$ cat config.mk
export PLATFORM = sky130hd
export DESIGN_NAME = weight_load_ctrl
export DESIGN_NICKNAME = d
export VERILOG_FILES = /design/src/rtl/weight_load_ctrl_pkg.sv /design/src/rtl/weight_load_ctrl_idle_timer.sv /design/src/rtl/weight_load_ctrl.sv
export SDC_FILE = /design/constraint.sdc
export NUM_CORES = 1
export LEC_CHECK = 0
export ABC_AREA = 0
export CAP_MARGIN = 10
export CORE_ASPECT_RATIO = 1.2
export CORE_MARGIN = 1.5
export CORE_UTILIZATION = 51
export CTS_CLUSTER_DIAMETER = 50
export DETAILED_ROUTE_END_ITERATION = 16
export GPL_TIMING_DRIVEN = 1
export PLACE_DENSITY = 0.81
export SKIP_CTS_REPAIR_TIMING = 1
export SYNTH_ARGS = -nofsm -noshare
export SYNTH_HDL_FRONTEND = slang
export SYNTH_SLANG_ARGS = --single-unit
$ cat constraint.sdc
create_clock -name clk -period 2.1 [get_ports clk]
set_input_delay 0.42 -clock clk [delete_from_list [all_inputs] [get_ports clk]]
set_output_delay 0.42 -clock clk [all_outputs]
set_load 0.05 [all_outputs]
$ cat src/rtl/weight_load_ctrl_pkg.sv
// Shared definitions for the weight-load framing controller: state encoding,
// error codes, sync bytes and the default payload length.
`timescale 1ns/1ps
package weight_load_ctrl_pkg;

  typedef enum logic [2:0] {
    ST_IDLE    = 3'd0,
    ST_SYNC    = 3'd1,
    ST_LEN_LO  = 3'd2,
    ST_LEN_HI  = 3'd3,
    ST_PAYLOAD = 3'd4,
    ST_CHECK   = 3'd5,
    ST_DONE    = 3'd6,
    ST_ERROR   = 3'd7
  } state_t;

  typedef enum logic [2:0] {
    ERR_NONE       = 3'd0,
    ERR_BAD_LEN    = 3'd1,
    ERR_BAD_CKSUM  = 3'd2,
    ERR_TIMEOUT    = 3'd3,
    ERR_LOADER_INC = 3'd4
  } err_code_t;

  localparam logic [7:0] SYNC0_BYTE       = 8'hAA;
  localparam logic [7:0] SYNC1_BYTE       = 8'h55;
  localparam int         EXPECTED_LEN_DEF = 12984;

endpackage

$ cat src/rtl/weight_load_ctrl_idle_timer.sv
// Counts consecutive idle clk cycles while enabled; expired_o flags the cycle
// in which the TIMEOUT_CYCLES-th idle cycle completes.
`timescale 1ns/1ps
module idle_timer #(
  parameter int TIMEOUT_CYCLES = 100000000
) (
  input  logic clk,
  input  logic rst_n,
  input  logic clear_i,
  input  logic enable_i,
  output logic expired_o
);

  localparam int CW = $clog2(TIMEOUT_CYCLES + 1);
  localparam logic [CW-1:0] LAST = CW'(TIMEOUT_CYCLES - 1);

  logic [CW-1:0] count_q;
  logic [CW-1:0] count_d;

  // A clear in the terminal cycle suppresses expiry: activity wins the race.
  assign expired_o = enable_i && !clear_i && (count_q == LAST);

  always_comb begin
    count_d = count_q;
    if (!enable_i || clear_i) count_d = '0;
    else if (count_q != LAST) count_d = count_q + 1'b1;
  end

  always_ff @(posedge clk or negedge rst_n) begin
    if (!rst_n) count_q <= '0;
    else        count_q <= count_d;
  end

endmodule

$ cat src/rtl/weight_load_ctrl.sv
// Receives a framed weight image over a UART byte stream, forwards the payload
// to the weight loader, and gates inference on a verified, complete load.
`timescale 1ns/1ps
module weight_load_ctrl
  import weight_load_ctrl_pkg::*;
#(
  parameter int EXPECTED_LEN   = EXPECTED_LEN_DEF,
  parameter int TIMEOUT_CYCLES = 100000000
) (
  input  logic        clk,
  input  logic        rst_n,
  input  logic [7:0]  rx_data,
  input  logic        rx_ready,
  input  logic        loader_done,
  output logic [7:0]  fwd_data,
  output logic        fwd_valid,
  output logic        loader_rst,
  output logic        infer_en,
  output logic        load_ok,
  output logic        load_err,
  output logic [2:0]  err_code,
  output logic [15:0] byte_count
);

  localparam logic [15:0] LEN_MATCH = 16'(EXPECTED_LEN);

  state_t      state_q;
  err_code_t   err_q;
  logic [7:0]  fwd_data_q;
  logic        fwd_valid_q;
  logic        loader_rst_q;
  logic        infer_en_q;
  logic        load_ok_q;
  logic        load_err_q;
  logic [15:0] byte_cnt_q;
  logic [15:0] len_q;
  logic [7:0]  cksum_q;

  logic        timer_en;
  logic        timer_exp;
  logic [15:0] len_full;

  assign timer_en = (state_q == ST_SYNC)    || (state_q == ST_LEN_LO) ||
                    (state_q == ST_LEN_HI)  || (state_q == ST_PAYLOAD) ||
                    (state_q == ST_CHECK);
  assign len_full = {rx_data, len_q[7:0]};

  idle_timer #(
    .TIMEOUT_CYCLES(TIMEOUT_CYCLES)
  ) u_idle_timer (
    .clk       (clk),
    .rst_n     (rst_n),
    .clear_i   (rx_ready),
    .enable_i  (timer_en),
    .expired_o (timer_exp)
  );

  always_ff @(posedge clk or negedge rst_n) begin
    if (!rst_n) begin
      state_q      <= ST_IDLE;
      err_q        <= ERR_NONE;
      fwd_data_q   <= '0;
      fwd_valid_q  <= 1'b0;
      loader_rst_q <= 1'b1;
      infer_en_q   <= 1'b0;
      load_ok_q    <= 1'b0;
      load_err_q   <= 1'b0;
      byte_cnt_q   <= '0;
      len_q        <= '0;
      cksum_q      <= '0;
    end else begin
      fwd_valid_q <= 1'b0;
      if (timer_exp) begin
        state_q      <= ST_ERROR;
        err_q        <= ERR_TIMEOUT;
        load_err_q   <= 1'b1;
        loader_rst_q <= 1'b1;
      end else if (rx_ready) begin
        case (state_q)
          ST_IDLE: begin
            if (rx_data == SYNC0_BYTE) begin
              state_q    <= ST_SYNC;
              byte_cnt_q <= '0;
              cksum_q    <= '0;
            end
          end
          ST_SYNC: begin
            if (rx_data == SYNC1_BYTE)      state_q <= ST_LEN_LO;
            else if (rx_data != SYNC0_BYTE) state_q <= ST_IDLE;
          end
          ST_LEN_LO: begin
            len_q[7:0] <= rx_data;
            state_q    <= ST_LEN_HI;
          end
          ST_LEN_HI: begin
            len_q[15:8] <= rx_data;
            if (len_full == LEN_MATCH) begin
              state_q      <= ST_PAYLOAD;
              loader_rst_q <= 1'b0;
              byte_cnt_q   <= '0;
              cksum_q      <= '0;
            end else begin
              state_q    <= ST_ERROR;
              err_q      <= ERR_BAD_LEN;
              load_err_q <= 1'b1;
            end
          end
          ST_PAYLOAD: begin
            fwd_data_q  <= rx_data;
            fwd_valid_q <= 1'b1;
            cksum_q     <= cksum_q + rx_data;
            byte_cnt_q  <= byte_cnt_q + 16'd1;
            if (byte_cnt_q == LEN_MATCH - 16'd1) state_q <= ST_CHECK;
          end
          ST_CHECK: begin
            if (rx_data != cksum_q) begin
              state_q      <= ST_ERROR;
              err_q        <= ERR_BAD_CKSUM;
              load_err_q   <= 1'b1;
              loader_rst_q <= 1'b1;
            end else if (!loader_done) begin
              state_q      <= ST_ERROR;
              err_q        <= ERR_LOADER_INC;
              load_err_q   <= 1'b1;
              loader_rst_q <= 1'b1;
            end else begin
              state_q    <= ST_DONE;
              load_ok_q  <= 1'b1;
              infer_en_q <= 1'b1;
            end
          end
          ST_DONE, ST_ERROR: begin
            // A new header from a terminal state discards the resident result.
            if (rx_data == SYNC0_BYTE) begin
              state_q      <= ST_SYNC;
              err_q        <= ERR_NONE;
              load_ok_q    <= 1'b0;
              load_err_q   <= 1'b0;
              infer_en_q   <= 1'b0;
              loader_rst_q <= 1'b1;
              byte_cnt_q   <= '0;
              cksum_q      <= '0;
            end
          end
          default: state_q <= ST_IDLE;
        endcase
      end
    end
  end

  assign fwd_data   = fwd_data_q;
  assign fwd_valid  = fwd_valid_q;
  assign loader_rst = loader_rst_q;
  assign infer_en   = infer_en_q;
  assign load_ok    = load_ok_q;
  assign load_err   = load_err_q;
  assign err_code   = err_q;
  assign byte_count = byte_cnt_q;

endmodule

Word level (Yosys, flattened, before mapping)
Index checks and enable logic that the tools add are counted.

Flip-flop bits (word level): 77. Bits of input ports: 12. Output and inout port bits: 32. Word-level logic and storage cells: 109.

$add $sub $neg: 3. Eq/ne operators: 27. Muxes and demuxes: 43. Bitwise operators: 1. Reductions and logical operators: 24.

Operators with widths (number): $mux 27 (2); $pmux 16 s3 (1); $mux 3 (12); $eq 16x14->1 const B (2); $mux 16 (2); $add 27x1->27 const B (1); $eq 27x27->1 const B (1); $ne 27x27->1 const B (1); $pmux 8 s3 (1); $pmux 3 s6 (1); $mux 1 (17); $add 16x1->16 const B (1); $mux 8 (2); $reduce_and 5->1 (3); $eq 3x3->1 const B (4); $pmux 3 s3 (1); $add 8x8->8 (1); $eq 8x7->1 const B (1); $eq 8x8->1 const B (1); $ne 8x8->1 (1); $ne 8x8->1 const B (1); $eq 3x2->1 const B (2); $ne 2x2->1 const B (3); $ne 3x2->1 const B (2); 22 further kinds (34).

Logic depth before layout (Yosys ltp)
Gate-level depths: netlist of run 1.

Depth after elaboration: 9. Gate-level depth with buffers: 9. Depth with buffers taken out: 8.

Modules after synthesis
A second synthesis of run 1 with hierarchy kept.

Cell total of the unflattened synthesis: 471. Area total of the unflattened synthesis: 4590.7 µm².

By module, submodules not included: weight_load_ctrl (times used 1, cells each 303, area each 2990.4 µm², seq. area each 1252.5 µm²); idle_timer (times used 1, cells each 168, area each 1600.3 µm², seq. area each 675.6 µm²).

Worst setup path after synthesis of run 1
Ideal clock, no wire load.

Path kind: reg-to-reg. Start point: register state_q[2]. End point: register state_q[1]. Setup time: 0.120 ns. Arrival time: 2.036 ns. Required time: 1.980 ns. Setup slack: -0.056 ns. Stages on the path, launching flop included: 9. Buffers on the path: 2. Clock period less this slack: 2.156 ns. Path through: dfrtp_1 > and2_4 > buf_6 > or3_1 > buf_6 > nor4_4 > a31o_2 > a32oi_1 > o211a_1.

Word-level cells in the longest chain between the ends: 9. Elaborated cells on any way between the ends: 23. Classes of those cells: eq/ne (10); mux (3); reduce/logical (10).

Ends and longest elaborated chain: start: declaration (RTL line weight_load_ctrl.sv:27) `state_t state_q;`; start signal: assignment (RTL line weight_load_ctrl.sv:60) `state_q <= ST_IDLE;`; start signal: assignment (RTL line weight_load_ctrl.sv:74) `state_q <= ST_ERROR;`; start signal: assignment (RTL line weight_load_ctrl.sv:82) `state_q <= ST_SYNC;`; $eq 3x1->1 / $eq 3x2->1 (equally long branches) (RTL line weight_load_ctrl.sv:43, weight_load_ctrl.sv:79); $logic_or 1x1->1 (2 in a row) (RTL line weight_load_ctrl.sv:43) `assign timer_en = (state_q == ST_SYNC) || (state_q == ST_LEN_LO) ||`; $logic_or 1x1->1 (2 in a row) (RTL line weight_load_ctrl.sv:44) `(state_q == ST_LEN_HI) || (state_q == ST_PAYLOAD) ||`; $logic_and 1x1->1 (2 in a row) (RTL line weight_load_ctrl_idle_timer.sv:21) `assign expired_o = enable_i && !clear_i && (count_q == LAST);`; $ne 4x2->1 (no source line), or another cell as far along; $reduce_and 4->1 (no source line).

Parallel ways exist; a longest one is shown, timed or not. The select of a mux whose other input is x is not followed. A chain may end at the register's enable or synchronous reset.

Worst setup path after layout of run 1
Start point: register len_q[0]. End point: register byte_cnt_q[12] (netlist: byte_count[12]).

Word-level cells in the longest chain between the ends: 3.

Ends and longest elaborated chain: start: declaration (RTL line weight_load_ctrl.sv:36) `logic [15:0] len_q;`; start signal: assignment (RTL line weight_load_ctrl.sv:92) `len_q[7:0] <= rx_data;`; $eq 16x14->1 (RTL line weight_load_ctrl.sv:97) `if (len_full == LEN_MATCH) begin`; $ne 2x1->1 (no source line); $reduce_and 5->1 (no source line); end signal: assignment (RTL line weight_load_ctrl.sv:112) `byte_cnt_q <= byte_cnt_q + 16'd1;`; end: declaration (RTL line weight_load_ctrl.sv:35) `logic [15:0] byte_cnt_q;`.

Every way passes these cells.

==> impl_metrics.env, run 1 <==
export IMPL_synth_cell_type_count=52
export IMPL_p_total_mw=4.52
export IMPL_yosys_area_share_simple_pct=26.5
export IMPL_drtAntennaViolNets=0
export IMPL_drc=2
export IMPL_n_antenna_cell=0
export IMPL_r2r_start="len_q[0]"
export IMPL_synth_top_family_by_area="simple AND/OR/NAND/NOR gates"
export IMPL_first_pass_iters=11
export IMPL_ys_ff_latch=77
export IMPL_dr_first_iter_drc_count=208
export IMPL_cp_required_ps=2340
export IMPL_p_leak_nw=2.55
export IMPL_synth_fa_ha_area_share_pct=3.22
export IMPL_grt_pass1_vias=3771
export IMPL_fin_nets=556
export IMPL_maxCapViolations=0
export IMPL_grt_start_max_net_pins=46
export IMPL_crit_family="simple AND/OR/NAND/NOR gates"
export IMPL_ys_warn_count=0
export IMPL_cts_num_sinks=77
export IMPL_worst_endpoint_arrival_ps=2290
export IMPL_end_kind="flop"
export IMPL_r2r_cells=7
export IMPL_path_cells="nor4b_2, nand4_1, nor3b_2, or3_4, buf_12, o21ai_1, o21ai_1"
export IMPL_critPathSlowestCell="or3_4"
export IMPL_placement_io_buffers=43
export IMPL_yosys_area_top_type="dfrtp_1"
export IMPL_via_per_inst=5.94
export IMPL_core_area_mm2=0.00775
export IMPL_grtUsageTotal_pct=24.7
export IMPL_synth_edf_count=0
export IMPL_crit_path_frequent_cell="o21ai_1"
export IMPL_place_ws_ps=-564
export IMPL_syn_to_final_growth_pct=31.2
export IMPL_dp_hpwl_mm=7.07
export IMPL_start_util_pct=53.1
export IMPL_antenna_found_initial=0
export IMPL_hold_violations=6
export IMPL_clock_fmax_mhz=487
export IMPL_die_y_um=101
export IMPL_worst_pin_slew_ps=597
export IMPL_ys_async_sr_fraction_pct=100
export IMPL_slew_violations=0
export IMPL_crit_path_start_kind="flop"
export IMPL_synth_avg_cell_area_um2=9.34
export IMPL_slew_headroom_pct=60.1
export IMPL_clock_latency_ps=350
export IMPL_clockRootBuffer="clkbuf_8"
export IMPL_core_rowCount=35
export IMPL_cts_path_max_buffers=2
export IMPL_fillers=538
export IMPL_timing_reg2reg_setup_slack_ps=50
export IMPL_syn_inst=441
export IMPL_netlist_area_mm2=0.00412
export IMPL_holdWs_ps=-4.44
export IMPL_drive_above_1_share_pct=20.2
export IMPL_ys_seq_area_share_pct=46.8
export IMPL_grt_pass1_wl_mm=17.0
export IMPL_ys_flop_type="dfrtp_1"
export IMPL_peakVddDrop_mv=0.765
export IMPL_finalCritPeriodShare_pct=97.8
export IMPL_violations="DRC, hold timing"
export IMPL_synth_top_cell_area_share_pct=46.2
export IMPL_fin_crit_ps=2050
export IMPL_ios=44
export IMPL_max_stage_delay_ps=400
export IMPL_die_w_um=85.0
export IMPL_synth_nets=463
export IMPL_wl_mm=10.2
export IMPL_r2r_end="byte_count[12]"
export IMPL_hold_class="in -> async"
export IMPL_crit_buf_inv=1
export IMPL_synth_compound_area_share_pct=11.9
export IMPL_p_per_area_mw_per_mm2=837
export IMPL_synthTopCellsByArea="dfrtp_1 (46%), nand2_1 (5.3%), nor2_1 (4.3%)"
export IMPL_clock_skew_ps=8.37
export IMPL_cts_tree="done"
export IMPL_path_clk_slew_ps=80
export IMPL_status="finished, violations left"
export IMPL_die_area_mm2=0.00863
export IMPL_rsz0062_at_grt="yes"
export IMPL_grt_ovfl_total=0
export IMPL_worst_slack_ps=46.7
export IMPL_htree_levels=3
export IMPL_critical_path_class="reg -> reg"
export IMPL_setup_tns_final_ps=0
export IMPL_vias=3750
export IMPL_muxShareOfSynthArea_pct=2.67
export IMPL_place_congestion=0.917
export IMPL_cp_max_fo=27
export IMPL_synth_xor_area_share_pct=6.38
export IMPL_setup_violations=0
export IMPL_cts_made_buffers=9
export IMPL_wl_per_cell_um=16.2
==> layout make-up <==
class	count	area, um^2	area share, %
sequential	77	1930	35.7
clock buffer	11	141	2.62
clock inverter	5	83.8	1.55
multi-input combinational	342	2210	40.8
tap	92	115	2.13
inverter	3	11.3	0.208
timing repair buffer	101	918	17.0
==> cells by family after synthesis <==
kind of cell | count (synthesis)
simple gates | 208
compound gates | 84
flops | 77
xor+xnor | 30
buf+inv | 22
mux | 10
fa+ha+maj | 10
==> worst max path at each step <==
| stage | startpoint | end | cells after the start |
|---|---|---|---|
| after floorplan | byte_count[0] | byte_count[12] | 8 |
| after global routing | u_idle_timer.count_q[19] | state_q[1] | 7 |
| final | len_q[0] | byte_count[12] | 7 |
| after detailed placement | rx_data[2] | byte_count[8] | 8 |
| after CTS | rx_data[0] | cksum_q[3] | 7 |
| after global placement | rx_data[0] | cksum_q[6] | 9 |
==> layout by cell type, fill, tap and decap left out, types with 14 or more instances in the layout <==
| cell type | n |
|---|---|
| a21oi_1 | 14 |
| buf_4 | 58 |
| clkdlybuf4s50_1 | 28 |
| dfrtp_1 | 76 |
| nand2_1 | 58 |
| nand3_1 | 15 |
| nand4_1 | 17 |
| nor2_1 | 47 |
| o21ai_1 | 32 |
| xor2_1 | 19 |
==> per-stage QoR <==
step | std cells | instance area (um^2) | hold slack [ps] | util [%]
after CTS | 627 | 5220 | -2.38 | 67.4
after floorplan | 441 | 4120 | 124 | -
after global routing | 631 | 5410 | 17.4 | 69.7
final | 631 | 5410 | -4.44 | 69.7
after detailed placement | 611 | 5000 | 384 | 64.5
after global placement | 611 | 5000 | 389 | 64.5
==> synthesized netlist by cell type, drive strengths merged (9+ instances only) <==
library cell	instances
o21ai	40
xor2	19
a21oi	14
nor3	13
ha	9
and3	13
nand4	17
a31oi	11
nand3	16
clkbuf	13
nand2	58
nor2	47
dfrtp	76
xnor2	11
==> per-layer routing <==
metal  wire length (um)  GRT usage [%]  vias up
met5                  0              0        -
met4                202           12.0        0
met3                527           3.75       20
met2               5330           43.4      131
met1               4160           29.8     1827
li1                   -              -     1772
==> power by group <==
| part | internal (mW) | total [mW] | switching (mW) |
|---|---|---|---|
| Clock | 0.704 | 1.26 | 0.551 |
| Combinational | 0.577 | 1.50 | 0.924 |
| Sequential | 1.65 | 1.77 | 0.112 |
==> registers in the layout, summed over array words and instances (netlist names), 3 cells and up <==
name	flops
byte_count	16
cksum_q	8
err_code	3
fwd_data	8
len_q	8
state_q	3
u_idle_timer.count_q	27
==> worst register-to-register path, stage by stage (launching register included) <==
cell and delay (ps):
dfrtp_1 390, nor4b_2 280, nand4_1 220, nor3b_2 230
or3_4 400, buf_12 170, o21ai_1 160, o21ai_1 90
Note: power is estimated with default switching activity, not from simulation.
==> run 2, diff against run 1 <==
Settings changed: TNS_END_PERCENT from default to 5.
==> run 2 against run 1 <==
The flow still finishes with violations (DRC, hold timing). Clock skew about the same. First-iteration DRC count increased by 2.4%. Maximum frequency decreased by 0.33%. Clock-buffer cell count unchanged. Sequential power about the same. Wire length increased by 0.38%. Core utilization decreased by 0.23 points. Critical path depth decreased by 6. Final area decreased by 0.32%. Register-to-register slack about the same. Worst hold slack about the same. Critical path type is now reg -> out.
==> impl_metrics.env, run 2 (synthesized netlist as in run 1, its figures left out) <==
export IMPL_status="finished, violations left"
export IMPL_violations="DRC, hold timing"
export IMPL_grtUsageTotal_pct=24.7
export IMPL_grt_pass1_wl_mm=17.0
export IMPL_syn_to_final_growth_pct=30.8
export IMPL_grt_pass1_vias=3771
export IMPL_worst_pin_slew_ps=609
export IMPL_final_common_cell="dfrtp_1"
export IMPL_met3_length_um=426
export IMPL_dp_hpwl_mm=7.07
export IMPL_via_per_inst=5.93
export IMPL_clock_latency_ps=350
export IMPL_htree_levels=3
export IMPL_p_leak_nw=2.55
export IMPL_clockRootBuffer="clkbuf_8"
export IMPL_fin_nets=555
export IMPL_place_congestion=0.917
export IMPL_met1_length_mm=4.25
export IMPL_path_clk_slew_ps=80
export IMPL_wl_met2_mm=5.41
export IMPL_slew_headroom_pct=59.3
export IMPL_die_y_um=101
export IMPL_largest_reg_flops=27
export IMPL_path_cells="clkdlybuf4s50_1"
export IMPL_slew_violations=0
export IMPL_peakVddDrop_mv=0.766
export IMPL_ios=44
export IMPL_utilization_pct=69.5
export IMPL_cts_made_buffers=9
export IMPL_core_rowCount=35
export IMPL_crit_path_start_kind="flop"
export IMPL_max_stage_delay_ps=840
export IMPL_die_w_um=85.0
export IMPL_hold_class="in -> async"
export IMPL_drtAntennaViolNets=0
export IMPL_most_common_layout_cells="dfrtp_1 (76), nand2_1 (58), buf_4 (57)"
export IMPL_p_per_area_mw_per_mm2=841
export IMPL_clock_fmax_mhz=485
export IMPL_critPathSlowestCell="clkdlybuf4s50_1"
export IMPL_top_register="u_idle_timer.count_q"
export IMPL_drc=2
export IMPL_placement_io_buffers=43
export IMPL_setup_violations=0
export IMPL_holdWs_ps=-4.30
export IMPL_cp_max_fo=6
export IMPL_start_util_pct=53.1
export IMPL_rsz0062_at_grt="yes"
export IMPL_cts_tree="done"
export IMPL_hold_violations=3
export IMPL_end_kind="primary output"
export IMPL_cp_required_ps=1680
export IMPL_grt_start_max_net_pins=46
export IMPL_cts_num_sinks=77
export IMPL_maxCapViolations=0
export IMPL_first_pass_iters=10
export IMPL_worst_endpoint_arrival_ps=1640
export IMPL_wl_per_cell_um=16.3
export IMPL_vias=3734
export IMPL_fin_crit_ps=2060
export IMPL_wl_mm=10.3
export IMPL_clock_skew_ps=8.40
export IMPL_critical_path_class="reg -> out"
export IMPL_crit_family="buffers and inverters"
export IMPL_dr_first_iter_drc_count=213
export IMPL_highest_layer="met4"
export IMPL_core_area_mm2=0.00775
export IMPL_antenna_found_initial=0
export IMPL_fillers=536
export IMPL_finalCritPeriodShare_pct=98.1
export IMPL_grt_ovfl_total=0
export IMPL_drive_above_1_share_pct=19.7
export IMPL_die_area_mm2=0.00863
export IMPL_crit_buf_inv=1
export IMPL_n_antenna_cell=0
export IMPL_cts_path_max_buffers=2
## run 2: cell types whose count changed in the layout (fill, tap and decap cells not counted), sizes merged
cell / change
buf: -1
## run 2: area by class of cell
class	count	area [um^2]	area share [%]
Tap cell	92	115	2.14
Inverter	3	11.3	0.209
Sequential cell	77	1930	35.8
Clock inverter	5	83.8	1.56
Clock buffer	11	141	2.62
Multi-Input combinational cell	342	2200	40.8
Timing Repair Buffer	100	911	16.9
## run 2: layer usage
| metal | vias up | GRT usage (%) |
|---|---|---|
| met3 | 18 | 3.75 |
| met5 | - | 0 |
| met2 | 109 | 43.4 |
| met1 | 1838 | 29.8 |
| met4 | 0 | 12.0 |
| li1 | 1769 | - |
## run 2: power breakdown
group	internal, mW	switching, mW	total, mW
clock network	0.704	0.555	1.26
logic	0.578	0.926	1.50
registers	1.65	0.112	1.77
total	2.94	1.59	4.53
## run 2: path summary, 6_finish.rpt
path	cells after the start	slack, ps	from	endpoint
setup reg to reg	7	50	len_q[0]	byte_count[12]
max in group asynchronous	2	1460	rst_n	loader_rst
min in group clk	3	440	rx_data[5]	fwd_data[5]
setup / recovery	1	40	byte_count[4]	byte_count[4]
hold reg to reg	2	480	fwd_data[4]	fwd_data[4]
hold / removal	1	-4	rst_n	cksum_q[0]
## run 2: stage by stage
| stage | setup slack, ps | total power, mW | instance area, um^2 | cells | TNS [ps] |
|---|---|---|---|---|---|
| 3_3_place_gp | -532 | 3.20 | 5000 | 611 | -15480 |
| 3_5_place_dp | -564 | 3.24 | 5000 | 611 | -16420 |
| 5_1_grt | -82.0 | 4.74 | 5390 | 630 | -310 |
| 2_1_floorplan | 24.1 | 2.70 | 4120 | 441 | 0 |
| 4_1_cts | -226 | 4.49 | 5220 | 627 | -5300 |
| 6_report | 39.8 | 4.53 | 5390 | 630 | 0 |
